**src/rtl/input_loader.sv**
```systemverilog
// Byte-stream loader: assembles the binary image and layer-one weights from an
// 8-bit valid-qualified stream while the top level sits in the load phase.
module input_loader #(
   parameter int unsigned PIX_BYTES = 98,
   parameter int unsigned WT_BYTES  = 9
) (
   input  logic                   clk,
   input  logic                   rst,
   input  logic [2:0]             state,
   input  logic [7:0]             data_in,
   input  logic                   data_valid,
   output logic                   data_ready,
   output logic [8*PIX_BYTES-1:0] pixels,
   output logic [8*WT_BYTES-1:0]  weights,
   output logic [7:0]             checksum,
   output logic                   load_done
);

   localparam int unsigned        CNT_W  = 7;
   localparam logic [2:0]         S_LOAD = 3'b001;
   localparam logic [CNT_W-1:0]   LAST   = CNT_W'(PIX_BYTES + WT_BYTES - 1);

   typedef enum logic [1:0] {
      IDLE,
      RECV,
      DONE
   } fsm_t;

   fsm_t             fsm;
   logic [CNT_W-1:0] cnt;

   // data_ready and load_done are kept as registered mirrors of RECV and DONE.
   always_ff @(posedge clk) begin
      if (rst) begin
         fsm        <= IDLE;
         cnt        <= '0;
         pixels     <= '0;
         weights    <= '0;
         checksum   <= '0;
         data_ready <= 1'b0;
         load_done  <= 1'b0;
      end else begin
         case (fsm)
            IDLE: begin
               if (state == S_LOAD) begin
                  fsm        <= RECV;
                  cnt        <= '0;
                  checksum   <= '0;
                  data_ready <= 1'b1;
               end
            end
            RECV: begin
               if (state != S_LOAD) begin
                  fsm        <= IDLE;
                  data_ready <= 1'b0;
               end else if (data_valid && data_ready) begin
                  // Byte index selects the destination lane, pixels first then weights.
                  for (int unsigned i = 0; i < PIX_BYTES; i++) begin
                     if (cnt == CNT_W'(i)) pixels[8*i +: 8] <= data_in;
                  end
                  for (int unsigned j = 0; j < WT_BYTES; j++) begin
                     if (cnt == CNT_W'(PIX_BYTES + j)) weights[8*j +: 8] <= data_in;
                  end
                  checksum <= checksum ^ data_in;
                  if (cnt == LAST) begin
                     fsm        <= DONE;
                     data_ready <= 1'b0;
                     load_done  <= 1'b1;
                  end else begin
                     cnt <= cnt + CNT_W'(1);
                  end
               end
            end
            DONE: begin
               if (state != S_LOAD) begin
                  fsm       <= IDLE;
                  load_done <= 1'b0;
               end
            end
            default: begin
               fsm        <= IDLE;
               data_ready <= 1'b0;
               load_done  <= 1'b0;
            end
         endcase
      end
   end

endmodule

```
**config.mk**
```make
export PLATFORM = sky130hd
export DESIGN_NAME = input_loader
export DESIGN_NICKNAME = d
export VERILOG_FILES = /design/src/rtl/input_loader.sv
export SDC_FILE = /design/constraint.sdc
export NUM_CORES = 2
export LEC_CHECK = 0
export CORE_AREA = 10 10 337 339
export DETAILED_ROUTE_END_ITERATION = 16
export DIE_AREA = 0 0 347 349
export GPL_TIMING_DRIVEN = 0
export PLACE_DENSITY = 0.61
export SETUP_SLACK_MARGIN = 0.5
export SYNTH_ARGS = -nofsm -noshare
export SYNTH_HDL_FRONTEND = slang
export SYNTH_SLANG_ARGS = --single-unit
```
**constraint.sdc**
```tcl
create_clock -name clk -period 2.4 [get_ports clk]
set_input_delay 0.48 -clock clk [delete_from_list [all_inputs] [get_ports clk]]
set_output_delay 0.48 -clock clk [all_outputs]
set_load 0.01 [all_outputs]
```
# Word level (Yosys, flattened, before mapping)
# Index checks and enable logic that the tools add are counted.
[classes] add_sub_neg=1 n_eq_ne=118 mux=25 bitwise=4 reduce_logical=116
[op_table] cell="$reduce_and 4->1" count=110
[op_table] cell="$eq 7x7->1 const B" count=43
[op_table] cell="$eq 7x6->1 const B" count=32
[op_table] cell="$eq 7x5->1 const B" count=16
[op_table] cell="$eq 7x4->1 const B" count=8
[op_table] cell="$eq 7x3->1 const B" count=4
[op_table] cell="$mux 7" count=4
[op_table] cell="$mux 8" count=3
[op_table] cell="$pmux 8 s2" count=1
[op_table] cell="$eq 7x2->1 const B" count=2
[op_table] cell="$pmux 7 s2" count=1
[op_table] cell="$ne 2x2->1 const B" count=6
[op_table] cell="$mux 2" count=5
[op_table] cell="$reduce_and 5->1" count=2
[op_table] cell="$mux 1" count=8
[op_table] cell="$xor 8x8->8" count=1
[op_table] cell="$add 7x1->7 const B" count=1
[op_table] cell="$eq 7x1->1 const B" count=1
[op_table] cell="$logic_not 7->1" count=1
[op_table] cell="$ne 3x3->1 const B" count=2
[op_table] cell="$pmux 1 s3" count=2
[op_table] cell="$pmux 2 s3" count=1
[op_table] cell="$eq 3x1->1 const B" count=1
[op_table] cell="$ne 3x1->1 const B" count=1
[op_table] cell="6 further kinds" count=8
[word_totals] ff_bits=875 word_cells=376

# Longest topological paths before layout
[depth] ltp_word=5 depth_mapped=7

# Worst setup path before layout
# No wires, ideal clock.
[synth_path] kind="register -> register" from="register cnt[0]" to="register pixels[208]" setup_time_ns=0.132 arrival_time_ns=1.819 required_ns=2.268 path_slack_ns=0.449 stages_incl_launch_ff=8 path_buffers=3 period_less_slack_ns=1.951 cell_sequence="dfxtp_1 > inv_1 > ha_1 > clkbuf_1 > buf_2 > buf_2 > nand4_2 > mux2i_1"
[synth_between] elab_chain_cells=2
[synth_lines] element="start, declared" line="30" rtl="logic [CNT_W-1:0] cnt;"
[synth_lines] element="start signal, assigned" line="70" rtl="cnt <= cnt + CNT_W'(1);"
[synth_lines] element="$eq 7x5->1" line="59" rtl="if (cnt == CNT_W'(i)) pixels[8*i +: 8] <= data_in;"
[synth_lines] element="$reduce_and 4->1 (no line)"
[synth_lines] element="end signal, assigned by index" line="59"
[synth_lines] element="end, declared" line="13" rtl="output logic [8*PIX_BYTES-1:0] pixels,"
# No other way between the ends.
# A chain may end at the register's enable or synchronous reset.

==> results.yml <==
worst_setup_path:
  r2r_setup_slack_ns: 0.52
  crit_path_max_fanout: 11
  path_delay_family: "buffers and inverters"
  regToRegEndpoint: "cnt[3]"
  crit_path_cell_trace: "clkbuf_2, nand2b_1, clkbuf_2, clkbuf_1, mux2i_1"
  crit_buf_inv: 3
  crit_top_cell: "clkbuf_2"
  worst-path-stages: 5
  crit_arrival_ns: 2.41
  start_kind: "primary input"
  required_ns: 2.92
  reg2reg_depth: 7
  cp-end-kind: "flip-flop"
  critPathKind: "primary input to flip-flop"
  startpoint: "data_in[4]"
  crit_path_max_incr_delay_ns: 0.64
  r2r-start: "cnt[0]"
  critPathSlowestCell: "clkbuf_1"
clocking:
  cts_tree: "built"
  path_clk_slew_ns: 0.06
  cts.htree.levels: 3
  clk_latency_ns: 0.68
  ctsRootBufferMaster: "clkbuf_16"
  clock_sinks: 875
  cts_buffers: 98
  cts_buffer_depth: 3
route:
  avgRoutedWirePerCell_microns: 27.05
  wl_microns: 151800
  first_iter_violations: 1479
  dr_total_vias: 26740
  routed_via_density: 4.766
  drt_first_pass_iters: 5
  antenna_left: 0
  drc: 0
timing:
  drv_slew: 0
  worst_slew_pin_slew_ns: 0.9033
  rsz0062_at_grt: "true"
  max_freq_ghz: 0.5304
  max_slew_margin_pct: 39.78
  finalHoldViolations: 0
  final.min_clock_period_ns: 1.886
  timing.final.ws_setup_ns: 0.5145
  fin_crit_sh_pct: 78.56
  fin_tns_setup_ns: 0
  setup_violations: 0
  finClkSkew_ns: 0.02567
logic_synthesis:
  syn-num-nets: 3100
  synth_top_cell_by_area: "dfxtp_1"
  yosysWarnings: 0
  mappedNetlistArea_sq_um: 34390
  avgSynthCellArea_sq_um: 11.16
  synth_edf_count: 0
  syn_inst: 3082
  async_flop_share_pct: 0
  synth.distinct_cells: 47
  synth_top_area_share_pct: 50.93
  yosys-top-cells-area: "dfxtp_1 (51%), mux2i_1 (25%), nand2b_1 (11%), nor2_1 (2.9%), clkbuf_1 (2.3%)"
  ys_ff_latch: 875
  synth_ff_type: "dfxtp_1"
  seq_area_frac_synth_pct: 50.93
power_and_ir_drop:
  intPower_w: 0.02398
  clockPowerShare_pct: 49.8
  total_power_w: 0.03120
  switching_power_w: 0.007220
  leakagePower_nw: 37.80
  seqPwrFrac_pct: 46.6
  ir_worst_vdd_v: 0.0006484
  swShare_pct: 23.14
  p_per_area_nw_per_um2: 601.2
  p_comb_share_pct: 3.6
global_routing:
  grt_usage_pct: 23.73
  grt_overflow: 0
  grt_pass1_wl_microns: 209800
  antenna_found_initial: 7
  grt_max_degree: 15
  grt_pass1_vias: 26780
die:
  placeableCoreArea_sq_um: 106600
  die_h_microns: 349
  initial_core_util_pct: 32.26
  row_count: 120
  die-area_sq_um: 121100
  ios: 880
  die_w_microns: 347
finish:
  areaGrowthSynthToFinish_pct: 50.89
  num-nets-final: 4144
  layout-drive-gt1-share_pct: 12.63
  fill_cells: 9867
  fin_util_pct: 48.68
placed_design:
  hpwl_microns: 113200
  place_ws_ns: -1.480
  routabilityCongestion: 0.8241
  numPortBuffers: 870
min_path:
  min_from: "data_in[7]"
  min_to: "pixels[639]"
  hold_path.class: "primary input to flip-flop"
  whs_path_depth: 3
job:
  drv_cap: 0
status:
  status: "finished clean"
## through the flow
stage / hold slack (ns) / instance area [sq um] / instances
floorplan: 0.4962 / 34400 / 3082
CTS: 0.2665 / 49710 / 5582
global placement: 0.4601 / 44870 / 5355
finish: 0.3084 / 51900 / 5612
global route: 0.3739 / 51890 / 5609
detailed placement: 0.4657 / 44870 / 5355
## sequential cells by signal, indices dropped and copies added, names as in the netlist
register and flops:
load_done 1, data_ready 1, pixels 784, fsm 2, weights 72, cnt 7
checksum 8
## routing by layer
layer / wire, microns / track usage (%) / up-vias
met3: 10650 / 7.139 / 172
li1: - / - / 12500
met1: 62880 / 28.05 / 13220
met4: 4971 / 7.861 / 0
met5: 0 / 0 / -
met2: 73290 / 40.72 / 854
## power groups by stage
stage / Combinational [W] / Clock (W) / Sequential (W)
2_1_floorplan: 0.000582 / 0 / 0.0149
3_3_place_gp: 0.00111 / 0 / 0.0149
3_5_place_dp: 0.00110 / 0 / 0.0149
4_1_cts: 0.00113 / 0.0159 / 0.0145
5_1_grt: 0.00119 / 0.0164 / 0.0145
6_report: 0.00113 / 0.0155 / 0.0145
## synth_stat cells (8+ instances only)
library cell and instances:
dfxtp_1 875, mux2i_1 856, nand2b_1 612, nor2_1 266
clkbuf_1 213, nand3_2 35, nand4_2 34, nand4_4 32
buf_2 20, buf_4 14, and4b_1 12, a21oi_1 10
nand3_1 10, and4_1 8, o21ai_0 8, xor2_1 8
## final cells by class
class | count | area (sq um) | area share (%)
flip-flops and latches | 875 | 17540 | 33.80
multi-input cells | 1948 | 16450 | 31.70
repair buffers | 944 | 11260 | 21.70
clock buffers | 153 | 2960 | 5.704
well taps | 1403 | 1755 | 3.383
plain buffers | 254 | 1530 | 2.949
clock inverters | 25 | 361.6 | 0.6968
inverters | 5 | 18.77 | 0.03616
diodes | 5 | 12.51 | 0.02411
## worst max path at each step
stage	slack (ns)	endpoint
5_1_grt	0.46	pixels[533]
4_1_cts	0.23	pixels[415]
2_1_floorplan	0.50	pixels[448]
3_3_place_gp	-1.42	pixels[375]
3_5_place_dp	-1.48	pixels[415]
6_report	0.51	pixels[228]
## cells by family after synthesis
logic type / count (synthesis) / share of synthesized area, %
AO/OA/AOI/OAI: 26 / 0.4439
XOR/XNOR: 8 / 0.2037
adder cells (fa/ha/maj): 4 / 0.1455
buffers and inverters: 259 / 3.209
flip-flops: 875 / 50.93
multiplexers: 856 / 24.91
AND/OR/NAND/NOR: 1054 / 20.16
## tightest hold or removal path, stage by stage
cell,delay (ns)
clkbuf_2,0.28
mux2i_1,0.12
nor2_1,0.07
## layout by cell type (no fill, tap or decap), types with 10 or more instances in the layout
cell type / synthesis / final
clkbuf_1: 213 / 172
nand3_4: 5 / 40
buf_6: 5 / 18
nand4_4: 32 / 64
mux2i_1: 856 / 856
a21oi_1: 10 / 10
clkbuf_16: 0 / 102
dlygate4sd2_1: 0 / 44
nor2_1: 266 / 265
clkdlybuf4s15_1: 0 / 50
buf_12: 1 / 46
clkbuf_8: 0 / 29
clkinv_2: 0 / 10
nand2b_1: 612 / 612
buf_4: 14 / 37
dlymetal6s2s_1: 0 / 724
nand3_1: 10 / 10
dfxtp_1: 875 / 863
clkbuf_2: 0 / 104
## what timing repair did
item                                    4_1_cts  5_1_grt
endpoints found under the setup margin     1739     1502
hold buffers                                  0        0
resized for setup                           378      951
pin swaps                                    35       18
buffers inserted                             48       21
cloned                                        1        4
Note: power is estimated with default switching activity, not from simulation.
